`config.mk`:
```
export PLATFORM = sky130hd
export DESIGN_NAME = alert_level_ctrl
export DESIGN_NICKNAME = d
export VERILOG_FILES = /design/src/rtl/scp_pkg.sv /design/src/rtl/threat_score.sv /design/src/rtl/alert_level_ctrl.sv
export SDC_FILE = /design/constraint.sdc
export NUM_CORES = 1
export LEC_CHECK = 0
export ABC_AREA = 1
export BUFFER_PORTS_ARGS = -buffer_cell sky130_fd_sc_hd__buf_2
export CAP_MARGIN = 5
export CORE_MARGIN = 1
export CORE_UTILIZATION = 40
export DETAILED_ROUTE_END_ITERATION = 16
export PLACE_DENSITY = 0.64
export SYNTH_ARGS = -nofsm -noshare
export SYNTH_HDL_FRONTEND = slang
export SYNTH_SLANG_ARGS = --single-unit
```
`constraint.sdc`:
```
create_clock -name clock -period 1.9 [get_ports clock]
set_input_delay 0.285 -clock clock [delete_from_list [all_inputs] [get_ports clock]]
set_output_delay 0.285 -clock clock [all_outputs]
set_load 0.05 [all_outputs]
```
`src/rtl/scp_pkg.sv`:
```
// Shared alert-level encodings for the scp_079 containment path.
// Level enum plus the one-hot {green,yellow,red} constants scp_079 consumes.
package scp_pkg;

    typedef enum logic [1:0] {
        LVL_GREEN    = 2'd0,
        LVL_YELLOW   = 2'd1,
        LVL_RED      = 2'd2,
        LVL_LOCKDOWN = 2'd3
    } level_e;

    // Bit order is {green, yellow, red}.
    localparam logic [2:0] ONEHOT_GREEN  = 3'b100;
    localparam logic [2:0] ONEHOT_YELLOW = 3'b010;
    localparam logic [2:0] ONEHOT_RED    = 3'b001;

    // LOCKDOWN shows as red on the one-hot lines.
    function automatic logic [2:0] level_onehot(level_e lvl);
        logic [2:0] oh;
        case (lvl)
            LVL_GREEN:  oh = ONEHOT_GREEN;
            LVL_YELLOW: oh = ONEHOT_YELLOW;
            default:    oh = ONEHOT_RED;
        endcase
        return oh;
    endfunction

endpackage

```
`src/rtl/threat_score.sv`:
```
// Saturating threat score with idle-time decay.
// Ports: clock, reset, threat_in, threat_wt[1:0], clear_in -> score.
module threat_score
    import scp_pkg::*;
#(
    parameter int SCORE_W   = 4,
    parameter int DECAY_CYC = 5
) (
    input  logic               clock,
    input  logic               reset,
    input  logic               threat_in,
    input  logic [1:0]         threat_wt,
    input  logic               clear_in,
    output logic [SCORE_W-1:0] score
);

    localparam int DW = $clog2(DECAY_CYC + 1);

    logic [SCORE_W-1:0] score_q, score_d;
    logic [DW-1:0]      decay_q, decay_d;
    logic [SCORE_W:0]   sum;

    always_comb begin
        // One extra bit so the add can be clamped instead of wrapping.
        sum     = {1'b0, score_q} + (SCORE_W+1)'(threat_wt);
        score_d = score_q;
        decay_d = decay_q;
        if (clear_in) begin
            score_d = '0;
            decay_d = '0;
        end else if (threat_in) begin
            score_d = sum[SCORE_W] ? '1 : sum[SCORE_W-1:0];
            decay_d = '0;
        end else if (decay_q == DW'(DECAY_CYC - 1)) begin
            if (score_q != '0) begin
                score_d = score_q - SCORE_W'(1);
            end
            decay_d = '0;
        end else begin
            decay_d = decay_q + DW'(1);
        end
    end

    always_ff @(posedge clock) begin
        if (reset) begin
            score_q <= '0;
            decay_q <= '0;
        end else begin
            score_q <= score_d;
            decay_q <= decay_d;
        end
    end

    assign score = score_q;

endmodule

```
`src/rtl/alert_level_ctrl.sv`:
```
// Alert level controller: threat score to one-hot alert level with lockdown.
// Ports: clock, reset, threat_in, threat_wt, lockdown_in, clear_in ->
//        green, yellow, red, lockdown, level[1:0], score.
module alert_level_ctrl
    import scp_pkg::*;
#(
    parameter int SCORE_W   = 4,
    parameter int YELLOW_TH = 4,
    parameter int RED_TH    = 10,
    parameter int DECAY_CYC = 5,
    parameter int HOLD_CYC  = 8
) (
    input  logic               clock,
    input  logic               reset,
    input  logic               threat_in,
    input  logic [1:0]         threat_wt,
    input  logic               lockdown_in,
    input  logic               clear_in,
    output logic               green,
    output logic               yellow,
    output logic               red,
    output logic               lockdown,
    output logic [1:0]         level,
    output logic [SCORE_W-1:0] score
);

    localparam int HW = $clog2(HOLD_CYC + 1);

    logic [SCORE_W-1:0] score_w;
    level_e             state_q, state_d, target;
    logic [HW-1:0]      hold_q, hold_d;
    logic               green_q, yellow_q, red_q, lock_q;

    threat_score #(
        .SCORE_W  (SCORE_W),
        .DECAY_CYC(DECAY_CYC)
    ) u_score (
        .clock    (clock),
        .reset    (reset),
        .threat_in(threat_in),
        .threat_wt(threat_wt),
        .clear_in (clear_in),
        .score    (score_w)
    );

    always_comb begin
        if (score_w >= SCORE_W'(RED_TH)) begin
            target = LVL_RED;
        end else if (score_w >= SCORE_W'(YELLOW_TH)) begin
            target = LVL_YELLOW;
        end else begin
            target = LVL_GREEN;
        end
    end

    // Escalate at once; de-escalate one level per full hold period.
    always_comb begin
        state_d = state_q;
        hold_d  = '0;
        if (state_q == LVL_LOCKDOWN) begin
            if (clear_in && !lockdown_in) begin
                state_d = LVL_GREEN;
            end
        end else if (lockdown_in) begin
            state_d = LVL_LOCKDOWN;
        end else if (target > state_q) begin
            state_d = target;
        end else if (target < state_q) begin
            if (hold_q == HW'(HOLD_CYC - 1)) begin
                state_d = level_e'(state_q - 2'd1);
            end else begin
                hold_d = hold_q + HW'(1);
            end
        end
    end

    always_ff @(posedge clock) begin
        if (reset) begin
            state_q  <= LVL_GREEN;
            hold_q   <= '0;
            green_q  <= 1'b1;
            yellow_q <= 1'b0;
            red_q    <= 1'b0;
            lock_q   <= 1'b0;
        end else begin
            state_q <= state_d;
            hold_q  <= hold_d;
            {green_q, yellow_q, red_q} <= level_onehot(state_d);
            lock_q  <= (state_d == LVL_LOCKDOWN);
        end
    end

    assign green    = green_q;
    assign yellow   = yellow_q;
    assign red      = red_q;
    assign lockdown = lock_q;
    assign level    = state_q;
    assign score    = score_w;

endmodule

```
# --- Word level (Yosys, flattened, before mapping) ---
# Cells that the tools add are included.
word_totals:
  register_bits: 17
  in_bits: 7
  output_inout_bits: 10
op_classes:
  n_eq_ne: 5
  bitwise: 1
  magnitude_cmp: 4
  addsub: 5
  muxes: 13
  n_reduce_logical: 10
ops:
  columns: ["operator", "n"]
  rows:
  - ["4-bit 2-to-1 mux", 4]
  - ["2-bit 2-to-1 mux", 7]
  - ["3-bit one-hot mux with 2 select lines", 1]
  - ["6-bit OR reduction", 1]
  - ["4-bit by 2-bit adder with 5-bit output", 1]
  - ["4-bit by 1-bit adder with 4-bit output (second input constant)", 1]
  - ["2-bit equality test (second input constant)", 2]
  - ["4-bit by 3-bit equality test with 1-bit output (second input constant)", 1]
  - ["4-bit by 3-bit greater-or-equal comparator with 1-bit output (second input constant)", 1]
  - ["4-bit greater-or-equal comparator (second input constant)", 1]
  - ["2-bit nonzero test", 2]
  - ["4-bit nonzero test", 1]
  - ["4-bit OR reduction", 1]
  - ["4-bit by 1-bit subtractor with 4-bit output (second input constant)", 1]
  - ["3-bit by 1-bit adder with 3-bit output (second input constant)", 1]
  - ["3-bit equality test (second input constant)", 1]
  - ["2-bit by 1-bit equality test with 1-bit output (second input constant)", 1]
  - ["2-bit greater-than comparator", 1]
  - ["2-bit logical NOT", 1]
  - ["2-bit less-than comparator", 1]
  - ["2-bit AND reduction", 1]
  - ["2-bit OR reduction", 1]
  - ["2-bit by 1-bit subtractor with 2-bit output (second input constant)", 1]
  - ["1-bit logical AND", 1]
  - ["3 further kinds", 3]

# --- Depth between registers and ports, before layout ---
# Gate-level depths: netlist (run 1).
logic_depth:
  depth_word: 10
  ltp_mapped: 16

# --- Hierarchy ---
# A second synthesis (run 1) with hierarchy kept.
unflattened:
  cells_unflattened: 151
  area_unflattened_um2: 1036.0
modules_own_cells:
  columns: ["module", "area_each_um2", "cells_each", "instances"]
  rows:
  - ["alert_level_ctrl", 524.3, 73, 1]
  - ["threat_score", 511.7, 78, 1]

# --- Least setup slack after synthesis (run 1) ---
# Ideal clock, no wire load.
synth_path:
  kind: "register to register"
  start: "reg u_score.score_q[0] (netlist: u_score.score[0])"
  end: "reg green_q (netlist: green)"
  path_stages_with_launch: 17
  setup_slack_ps: -391
  arrival_ps: 2179
  period_less_slack_ps: 2291
  path_buffers: 0
  cell_sequence: "dfxtp_1 -> inv_1 -> ha_1 -> inv_1 -> nand2_1 -> nand2_1 -> inv_1 -> ha_1 -> nand2_1 -> nand2_1 -> nand2_1 -> nor2_1 -> nor2_1 -> nand2_1 -> nand2_1 -> nand2_1 -> nand2_1"
synth_via:
  elab_chain_cells: 10
  word_cells_on_any_way: 13
  cone_classes: "order compare (4); eq/ne (1); mux (7); reduce/logical (1)"
synth_lines:
  columns: ["element", "line", "rtl"]
  rows:
  - ["start: declaration", "threat_score.sv:19", "logic [SCORE_W-1:0] score_q, score_d;"]
  - ["start signal: assignment", "threat_score.sv:49", "score_q <= score_d;"]
  - ["4-bit by 3-bit greater-or-equal comparator with 1-bit output", "alert_level_ctrl.sv:49", "end else if (score_w >= SCORE_W'(YELLOW_TH)) begin"]
  - ["1-bit 2-to-1 mux", "alert_level_ctrl.sv:49", null]
  - ["2-bit 2-to-1 mux (*)", "alert_level_ctrl.sv:47", "if (score_w >= SCORE_W'(RED_TH)) begin"]
  - ["2-bit less-than comparator", "alert_level_ctrl.sv:68", "end else if (target < state_q) begin"]
  - ["2-bit 2-to-1 mux", "alert_level_ctrl.sv:68", null]
  - ["2-bit 2-to-1 mux (*)", "alert_level_ctrl.sv:66", "end else if (target > state_q) begin"]
  - ["2-bit 2-to-1 mux (*)", "alert_level_ctrl.sv:64", "end else if (lockdown_in) begin"]
  - ["2-bit 2-to-1 mux (*)", "alert_level_ctrl.sv:60", "if (state_q == LVL_LOCKDOWN) begin"]
  - ["2-bit by 1-bit equality test with 1-bit output or 2-bit logical NOT (tied branches)", "scp_pkg.sv:20", "case (lvl)"]
  - ["3-bit one-hot mux with 2 select lines (*)", "scp_pkg.sv:20", null]
  - ["end signal: assignment", "alert_level_ctrl.sv:88", "{green_q, yellow_q, red_q} <= level_onehot(state_d);"]
  - ["end: declaration", "alert_level_ctrl.sv:32", "logic green_q, yellow_q, red_q, lock_q;"]
# Every way passes the cells marked *; elsewhere a longest branch is shown, timed or not.
# A chain may end at the register's enable or synchronous reset.

# --- Final worst setup path (run 1) ---
# Same ends and word-level chain as after synthesis.

==> results of run 1 <==
logic make-up (layout without fill, tap and decap cells):
family / Yosys count / after routing / synth area share
and+or+nand+nor: 68 / 68 / 0.283
buffers and inverters: 28 / 50 / 0.107
AOI/OAI and AO/OA: 18 / 18 / 0.110
DFF: 17 / 17 / 0.325
adders and majority gates: 12 / 12 / 0.150
xor gates and xnor gates: 3 / 3 / 0.0251
metrics by stage:
stage	cells	setup TNS, ps	utilization	worst slack, ps
2_1_floorplan	146	0	-	9.34
3_3_place_gp	191	0	0.472	33.9
3_5_place_dp	191	-17.5	0.472	-14.0
4_1_cts	196	0	0.487	10.8
5_1_grt	198	-41.2	0.524	-36.7
6_report	198	0	0.524	67.8
synthesized netlist by cell type:
library cell / number / share of area
nor3b_1: 1 / 0.0072
nand2_2: 2 / 0.012
buf_6: 1 / 0.011
dfxtp_1: 17 / 0.32
inv_2: 2 / 0.0072
nand2_1: 29 / 0.10
nand3_1: 10 / 0.048
ha_1: 11 / 0.13
o22ai_1: 1 / 0.0060
xnor2_1: 1 / 0.0084
a21boi_1: 1 / 0.0072
nor2_2: 5 / 0.030
a31oi_4: 1 / 0.020
a22oi_1: 1 / 0.0072
o21ai_0: 4 / 0.019
xor2_1: 2 / 0.017
nor2_1: 19 / 0.068
fa_1: 1 / 0.019
a21oi_1: 8 / 0.038
o211ai_1: 1 / 0.0072
nand3_2: 1 / 0.0095
o21ai_1: 1 / 0.0048
nor3_1: 1 / 0.0048
inv_1: 25 / 0.089
power by group:
| part | internal [uW] | switching, uW |
|---|---|---|
| sequential | 377 | 19.8 |
| combinational | 85.2 | 188 |
| clock | 78.2 | 108 |
critical path: stages, from the launching register on:
cell     delay, ps
dfxtp_4        380
inv_6           40
ha_4           150
inv_1           70
nand2_1         80
nand2_2         80
inv_2           50
ha_4           270
nand2_4         50
nand2_4        100
nand2_4         80
nor2_4         100
nor2_2          40
nand2_1         70
nand2_2         80
nand2_1         70
nand2_1         40
worst min-delay path by stage:
stage          slack, ps  depth (start not counted)                             to
3_5_place_dp         440                          1  u_score.decay_q[0]$_SDFF_PP0_
2_1_floorplan        360                          1            level[1]$_SDFF_PP0_
6_report             240                          2            level[1]$_SDFF_PP0_
5_1_grt              240                          2            level[1]$_SDFF_PP0_
3_3_place_gp         430                          1  u_score.decay_q[0]$_SDFF_PP0_
4_1_cts              220                          2            level[1]$_SDFF_PP0_
per-layer routing:
metal  routed length (um)  vias up  track usage
met3                  110        2       0.0603
li1                     -      503            -
met1                  889      429        0.179
met4                   14        0       0.0307
met2                 1130       22        0.288
met5                    0        -            0
final cells by class:
class	count	area, um2	area share
Sequential cell	17	350	0.270
Tap cell	30	37.5	0.0289
Inverter	27	106	0.0820
Clock inverter	1	5.00	0.00386
Multi-Input combinational cell	101	673	0.519
Clock buffer	3	22.5	0.0174
Timing Repair Buffer	19	103	0.0791
flip-flops by register name (all words and copies together), names as in the netlist:
register         cells
u_score.decay_q      3
green                1
hold_q               4
red                  1
lockdown             1
level                2
u_score.score        4
yellow               1
repair_timing:
action                                  4_1_cts  5_1_grt
endpoints found under the setup margin        5       10
resized for setup                             1       20
buffers inserted                              1        2
pin swaps                                     1       11
==> flow_metrics.env, run 1 <==
export IMPL_status="complete, no violations"
export IMPL_synth_seq_area_share=0.325
export IMPL_max_freq_mhz=546
export IMPL_ir_drop_mv=0.476
export IMPL_ys_seq_elements=17
export IMPL_cp_endpoint="green$_SDFF_PP1_"
export IMPL_crit_required_ps=2090
export IMPL_area_delta_synth_final_pct=23.7
export IMPL_layout_common_cells="nand2_1 (24), inv_1 (21), nor2_1 (16), buf_2 (16), dfxtp_1 (13)"
export IMPL_initialDrtViolationCount=10
export IMPL_final_common_cell="nand2_1"
export IMPL_leakagePower_uw=0.000610
export IMPL_cp_startpoint="u_score.score[0]$_SDFFE_PP0P_"
export IMPL_start_util=0.423
export IMPL_crit_path_start_kind="register"
export IMPL_placed_cell_area_um2=1170
export IMPL_grt_max_degree=11
export IMPL_final_antenna_net_count=0
export IMPL_grt_overflow=0
export IMPL_fillers=246
export IMPL_syn_mean_instance_area_um2=7.18
export IMPL_htree_levels=1
export IMPL_r2r_start="u_score.score[0]$_SDFFE_PP0P_"
export IMPL_fin_skew_ps=1.95
export IMPL_wl_per_cell_um=10.8
export IMPL_synth_area_um2=1050
export IMPL_timing_hold_ws_ps=239
export IMPL_fp_dieArea_um2=2830
export IMPL_min_path_type="in -> reg"
export IMPL_cts_root_buf="clkbuf_4"
export IMPL_fin_crit_ps=1830
export IMPL_die_h_um=53.2
export IMPL_viasPerCell=4.83
export IMPL_critPathArrivalTime_ps=2020
export IMPL_powerDensity_nw_per_um2=660
export IMPL_vias=956
export IMPL_dr_pass1_iters=4
export IMPL_drive_gt1_frac=0.321
export IMPL_port_buffers=16
export IMPL_hp_start="reset"
export IMPL_cts_tree="done"
export IMPL_clk_pin_slew_ps=90
export IMPL_critPathCaptureType="register"
export IMPL_io_pins=17
export IMPL_drv_slew=0
export IMPL_wl_um=2140
export IMPL_gp_congestion=0.823
export IMPL_ys_types=24
export IMPL_worstRegToRegCells=16
export IMPL_rows=18
export IMPL_yosysWarnings=0
export IMPL_power_total_uw=856
export IMPL_tightest_slew_ps=381
export IMPL_antenna_found_initial=0
export IMPL_grt_first_pass_wirelength_um=3280
export IMPL_stdcell_area_um2=1300
export IMPL_reg2reg_to="green$_SDFF_PP1_"
export IMPL_core_area_um2=2480
export IMPL_ctsHoldBuffers=0
export IMPL_crit_type="reg -> reg"
export IMPL_timing_slew_headroom=0.745
export IMPL_ff2ff_setup_slack_ps=70
export IMPL_finalSetupViolCount=0
export IMPL_syn_inst=146
export IMPL_drv_cap=0
export IMPL_drc=0
export IMPL_dpl_hpwl_um=1580
export IMPL_syn_num_nets=165
export IMPL_cp_max_fo=5
export IMPL_insertion_delay_ps=280
export IMPL_insertedDiodeCount=0
export IMPL_die_w_um=53.2
export IMPL_numCtsBuffers=3
export IMPL_grt_pass1_vias=830
export IMPL_clock_sinks=17
export IMPL_fin_crit_sh=0.964
export IMPL_finalNetCount=188
export IMPL_grtUsageTotal=0.161
export IMPL_cts_buffer_depth=2
export IMPL_hold_viol=0
Note: power is estimated with default switching activity, not from simulation.
==> inputs of run 2 (changes only) <==
- ABC_AREA: 1 -> unset
- PLACE_DENSITY: 0.64 -> 0.62
- clock period: 1.9 -> 2.3 ns (I/O delays scaled with it)
==> run 2 against run 1 <==
Combinational power is 8.8% lower; final cell count down 19%; sequential share of layout area increased by 2.0 points; register-to-register slack worse by 70 ps; clock power shrank 15%; core utilization increased by 0.29 points; worst setup slack worse by 66 ps; final area decreased by 7.6%; sequential power shrank 15%.
==> flow_metrics.env, run 2 <==
export IMPL_async_flop_share=0
export IMPL_ir_drop_mv=0.534
export IMPL_postLayoutCoreUtil=0.527
export IMPL_crit_required_ps=2500
export IMPL_area_delta_synth_final_pct=20.2
export IMPL_fp_dieArea_um2=2700
export IMPL_combPwrFrac=0.335
export IMPL_yosysMostFrequentCell="dfxtp_1"
export IMPL_viasPerCell=5.22
export IMPL_synth_top_area_frac=0.341
export IMPL_io_pins=17
export IMPL_drv_slew=0
export IMPL_critPathCaptureType="register"
export IMPL_min_path_type="in -> reg"
export IMPL_powerDensity_nw_per_um2=622
export IMPL_leakagePower_uw=0.000567
export IMPL_crit_buf_inv=1
export IMPL_status="complete, no violations"
export IMPL_layout_common_cells="buf_2 (16), nor2_1 (13), dfxtp_1 (13)"
export IMPL_grt_first_pass_wirelength_um=3050
export IMPL_cts_tree="done"
export IMPL_cp_slowest_cell="or4_4"
export IMPL_fin_skew_ps=5.46
export IMPL_synth_seq_area_share=0.341
export IMPL_drive_gt1_frac=0.311
export IMPL_wl_um=1870
export IMPL_place_inst=154
export IMPL_grt_overflow=0
export IMPL_crit_path_start_kind="register"
export IMPL_final_common_cell="buf_2"
export IMPL_cts_root_buf="clkbuf_4"
export IMPL_core_area_um2=2280
export IMPL_ys_types=36
export IMPL_syn_mean_instance_area_um2=8.98
export IMPL_start_util=0.438
export IMPL_clk_pin_slew_ps=100
export IMPL_antenna_found_initial=0
export IMPL_fin_crit_ps=2300
export IMPL_htree_levels=1
export IMPL_hold_viol=0
export IMPL_tightest_slew_ps=418
export IMPL_synth_edf_count=0
export IMPL_dpl_hpwl_um=1430
export IMPL_crit_type="reg -> reg"
export IMPL_final_antenna_net_count=0
export IMPL_ys_seq_elements=17
export IMPL_setup_tns_ps=0
export IMPL_cp_max_fo=5
export IMPL_port_buffers=16
export IMPL_pre_cts_ws_ps=22.8
export IMPL_syn_num_nets=130
export IMPL_dr_pass1_iters=4
export IMPL_insertedDiodeCount=0
export IMPL_grtUsageTotal=0.153
export IMPL_max_freq_mhz=435
export IMPL_finalSetupViolCount=0
export IMPL_power_switching_uw=278
export IMPL_rows=17
export IMPL_yosys_area_top_type="dfxtp_1"
export IMPL_clkPwrFrac=0.212
export IMPL_grt_max_degree=11
export IMPL_die_h_um=51.9
export IMPL_critPathArrivalTime_ps=2500
export IMPL_drc=0
export IMPL_yosysWarnings=0
export IMPL_fin_crit_sh=0.999
export IMPL_synthTopCellsByCount="dfxtp_1 (17), nor2_1 (14), ha_1 (11), inv_1 (10), nand2_1 (7)"
export IMPL_worstPathCellList="inv_6 -> ha_4 -> nor3_4 -> nor2_2 -> ha_1 -> nor2b_4 -> or4_4 -> a21oi_2 -> o21ai_2 -> o21a_1"
export IMPL_rsz0062_at_grt="true"
export IMPL_switching_share=0.372
export IMPL_numCtsBuffers=3
export IMPL_drv_cap=0
export IMPL_wl_per_cell_um=11.7
export IMPL_power_total_uw=746
export IMPL_insertion_delay_ps=290
export IMPL_grt_pass1_vias=732
export IMPL_synth_main_ff_cell="dfxtp_1"
export IMPL_cts_buffer_depth=2
export IMPL_yosys_top_cells_area="dfxtp_1 (34%), ha_1 (14%), nor2_1 (5.3%), inv_1 (3.8%), nand2_1 (2.6%)"
export IMPL_clock_sinks=17
export IMPL_seqPwrFrac=0.453
export IMPL_die_w_um=51.9
export IMPL_syn_inst=111
export IMPL_instances_no_fill=160
export IMPL_vias=835
export IMPL_p_int_uw=468
export IMPL_gp_congestion=0.757
export IMPL_fillers=209
export IMPL_final_setup_worst_slack_ps=2.12
export IMPL_timing_slew_headroom=0.718
export IMPL_initialDrtViolationCount=16
export IMPL_finalNetCount=152
export IMPL_max_stage_delay_ps=480
export IMPL_synth_area_um2=997
export IMPL_cp_top_family="simple AND/OR/NAND/NOR gates"
-- run 2: changes by cell type in the layout (fill, tap and decap cells not counted), moves of 3 or more --
cell / before / now
nand2_2: 4 / 0
nor2b_1: 0 / 3
nand3_1: 10 / 2
a21oi_1: 8 / 5
inv_2: 5 / 0
nor2_2: 6 / 1
nand2_4: 3 / 0
inv_1: 21 / 9
nand2_1: 24 / 7
nor2_1: 16 / 13
nand2b_1: 0 / 3
-- run 2: final timing paths --
kind / start / to / slack [ps] / cells past startpoint
worst min-delay path: clear_in / u_score.score[1]$_SDFFE_PP0P_ / 300 / 2
worst max register to register: u_score.score[0]$_SDFFE_PP0P_ / green$_SDFF_PP1_ / 2 / 10
worst max-delay path: u_score.score[0]$_SDFFE_PP0P_ / green$_SDFF_PP1_ / 2 / 10
worst min register to register: hold_q[0]$_SDFF_PP0_ / hold_q[0]$_SDFF_PP0_ / 450 / 1
-- run 2: logic make-up after synthesis --
group	synth area share
xor gates and xnor gates	0.0439
adders and majority gates	0.158
muxes	0.0201
buffers and inverters	0.0452
AOI/OAI and AO/OA	0.147
and+or+nand+nor	0.245
DFF	0.341
-- run 2: layout make-up --
type / count / area (um2) / area share
timing repair buffer: 19 / 103 / 0.0856
multi-input combinational: 82 / 643 / 0.537
clock inverter: 1 / 5.00 / 0.00418
clock buffer: 3 / 22.5 / 0.0188
tap: 28 / 35.0 / 0.0292
inverter: 10 / 42.5 / 0.0355
sequential: 17 / 348 / 0.290
-- run 2: stage by stage --
stage | cell area, um2 | hold slack, ps
after CTS | 1150 | 282
after global routing | 1200 | 279
after floorplan | 1010 | 417
after global placement | 1120 | 433
final | 1200 | 298
after detailed placement | 1120 | 442
-- run 2: power groups by stage --
stage          combinational (uW)  sequential (uW)  clock [uW]
2_1_floorplan                 116              417           0
3_3_place_gp                  239              343           0
3_5_place_dp                  241              343           0
4_1_cts                       241              336         167
5_1_grt                       271              341         188
6_report                      250              338         158
-- run 2: timing repair --
item                       CTS  global route
buffers inserted             0             2
resized for setup            0             7
hold buffers                 0             0
setup endpoints to repair    0             4
-- run 2: metal layers --
metal | GRT usage | wire length (um)
met1 | 0.197 | 926
met2 | 0.241 | 822
met3 | 0.0175 | 90
met4 | 0.0946 | 33
met5 | 0 | 0
==> inputs of run 3 (changes only) <==
- SYNTH_HIERARCHICAL: unset -> 1
==> run 3 against run 2 <==
Total power down 8.7%; via count shrank 3.8%; critical path depth shrank 2; core utilization down 2.6 points; maximum frequency rose by 6.8%; critical path type unchanged; critical endpoint unchanged; largest cell class unchanged; largest power group unchanged; highest routed layer unchanged.
==> flow_metrics.env, run 3 <==
export IMPL_fin_crit_ps=2150
export IMPL_grt_overflow=0
export IMPL_fin_skew_ps=3.35
export IMPL_instances_no_fill=159
export IMPL_cp_startpoint="u_score/score[3]$_SDFFE_PP0P_"
export IMPL_hp_start="reset"
export IMPL_finalNetCount=150
export IMPL_clock_sinks=17
export IMPL_grt_max_degree=12
export IMPL_hold_viol=0
export IMPL_timing_slew_headroom=0.749
export IMPL_critPathArrivalTime_ps=2340
export IMPL_port_buffers=16
export IMPL_dpl_hpwl_um=1400
export IMPL_fillers=229
export IMPL_crit_required_ps=2490
export IMPL_insertion_delay_ps=280
export IMPL_r2r_start="u_score/score[3]$_SDFFE_PP0P_"
export IMPL_syn_inst=111
export IMPL_layout_common_cells="buf_2 (16), dfxtp_1 (14), nor2_1 (13)"
export IMPL_rows=17
export IMPL_worstPathCellList="o21ai_1 -> inv_1 -> ha_1 -> nor2b_2 -> or3_4 -> xor2_1 -> a311o_1 -> o21a_1"
export IMPL_min_path_type="in -> reg"
export IMPL_ir_drop_mv=0.383
export IMPL_seqPwrFrac=0.486
export IMPL_final_antenna_net_count=0
export IMPL_tightest_slew_ps=371
export IMPL_clk_pin_slew_ps=90
export IMPL_status="complete, no violations"
export IMPL_io_pins=17
export IMPL_cts_root_buf="clkbuf_4"
export IMPL_ys_seq_elements=17
export IMPL_final_common_cell="buf_2"
export IMPL_place_inst=155
export IMPL_crit_type="reg -> reg"
export IMPL_synth_area_um2=965
export IMPL_die_w_um=51.1
export IMPL_start_util=0.432
export IMPL_yosys_area_top_type="dfxtp_1"
export IMPL_drv_slew=0
export IMPL_max_freq_mhz=465
export IMPL_clkPwrFrac=0.228
export IMPL_rsz0062_at_grt="false"
export IMPL_crit_path_start_kind="register"
export IMPL_viasPerCell=5.05
export IMPL_cp_max_fo=11
export IMPL_core_area_um2=2230
export IMPL_drv_cap=0
export IMPL_cts_buffer_depth=2
export IMPL_numCtsBuffers=3
export IMPL_async_flop_share=0
export IMPL_fin_crit_sh=0.935
export IMPL_die_h_um=51.1
export IMPL_max_stage_delay_ps=400
export IMPL_critPathCaptureType="register"
export IMPL_cp_slowest_cell="a311o_1"
export IMPL_syn_num_nets=129
export IMPL_htree_levels=1
export IMPL_yosysWarnings=6
export IMPL_vias=803
export IMPL_synth_main_ff_cell="dfxtp_1"
export IMPL_finalSetupViolCount=0
export IMPL_grt_pass1_vias=761
export IMPL_fp_dieArea_um2=2610
export IMPL_powerDensity_nw_per_um2=609
export IMPL_power_switching_uw=236
export IMPL_initialDrtViolationCount=19
export IMPL_grt_first_pass_wirelength_um=3270
export IMPL_grtUsageTotal=0.169
export IMPL_cts_tree="done"
export IMPL_synth_top_area_frac=0.353
export IMPL_antenna_found_initial=0
export IMPL_leakagePower_uw=0.000502
export IMPL_dr_pass1_iters=4
export IMPL_yosysMostFrequentCell="dfxtp_1"
export IMPL_ys_types=35
export IMPL_wl_per_cell_um=11.3
export IMPL_area_delta_synth_final_pct=15.8
export IMPL_combPwrFrac=0.287
export IMPL_p_int_uw=445
export IMPL_syn_mean_instance_area_um2=8.69
export IMPL_drive_gt1_frac=0.229
export IMPL_synth_edf_count=0
export IMPL_switching_share=0.347
export IMPL_synthTopCellsByCount="dfxtp_1 (17), nor2_1 (13), inv_1 (11), ha_1 (10), nand2_1 (9)"
export IMPL_yosys_top_cells_area="dfxtp_1 (35%), ha_1 (13%), nor2_1 (5.1%), inv_1 (4.3%), nand2_1 (3.5%)"
export IMPL_wl_um=1800
export IMPL_gp_congestion=0.862
export IMPL_postLayoutCoreUtil=0.500
export IMPL_power_total_uw=681
export IMPL_timing_hold_ws_ps=320
export IMPL_synth_seq_area_share=0.353
export IMPL_setup_tns_ps=0
export IMPL_insertedDiodeCount=0
export IMPL_cts_setup_buffers=0
export IMPL_drc=0
==> run 3: through the flow <==
stage	cell area, um2	worst slack (ps)
finish	1120	149
global route	1120	11.0
CTS	1110	82.4
detailed placement	1090	102
global placement	1090	175
floorplan	968	2.45
==> run 3: worst max-delay path: cells and delay by family, from the launching register on <==
kind | cells | cell delay, ps
adders and majority gates | 1 | 290
buffers and inverters | 1 | 70
DFF | 1 | 380
xor gates and xnor gates | 1 | 150
AOI/OAI and AO/OA | 3 | 640
and+or+nand+nor | 2 | 520
==> run 3: power groups by stage <==
stage | logic (uW) | registers, uW | clock network (uW)
after floorplan | 79.6 | 404 | 0
after global placement | 191 | 338 | 0
after detailed placement | 193 | 338 | 0
after CTS | 193 | 331 | 163
after global routing | 217 | 334 | 178
final | 195 | 331 | 155
==> run 3: final cells by class <==
class | instances | area [um2] | area share
Multi-Input combinational cell | 81 | 576 | 0.515
Timing Repair Buffer | 18 | 95.1 | 0.0851
Sequential cell | 17 | 344 | 0.308
Clock buffer | 4 | 26.3 | 0.0235
Tap cell | 28 | 35.0 | 0.0314
Inverter | 11 | 41.3 | 0.0370
==> run 3: path summary, 6_finish.rpt <==
| kind | endpoint | slack [ps] | cells after the start |
|---|---|---|---|
| worst max-delay path | green$_SDFF_PP1_ | 150 | 8 |
| worst min-delay path | level[1]$_SDFF_PP0_ | 320 | 2 |
| worst min register to register | hold_q[0]$_SDFF_PP0_ | 460 | 1 |
| worst max register to register | green$_SDFF_PP1_ | 150 | 8 |
==> run 3: cells by family after synthesis <==
family,share of synthesized area
muxes,0.0208
adders and majority gates,0.150
AOI/OAI and AO/OA,0.136
DFF,0.353
buffers and inverters,0.0532
and+or+nand+nor,0.241
xor gates and xnor gates,0.0454
==> run 3: metal layers <==
layer	track usage	up-vias	part of all wire
met2	0.272	23	0.44
met1	0.215	359	0.50
met5	0	-	0
met3	0.0655	2	0.053
li1	-	419	-
met4	0.0278	0	0.0050
==> run 3: what timing repair did <==
item                                    CTS  global route
endpoints found under the setup margin    0             5
hold buffers                              0             0
gates resized for setup                   0             2
hold endpoints to repair                  0             0
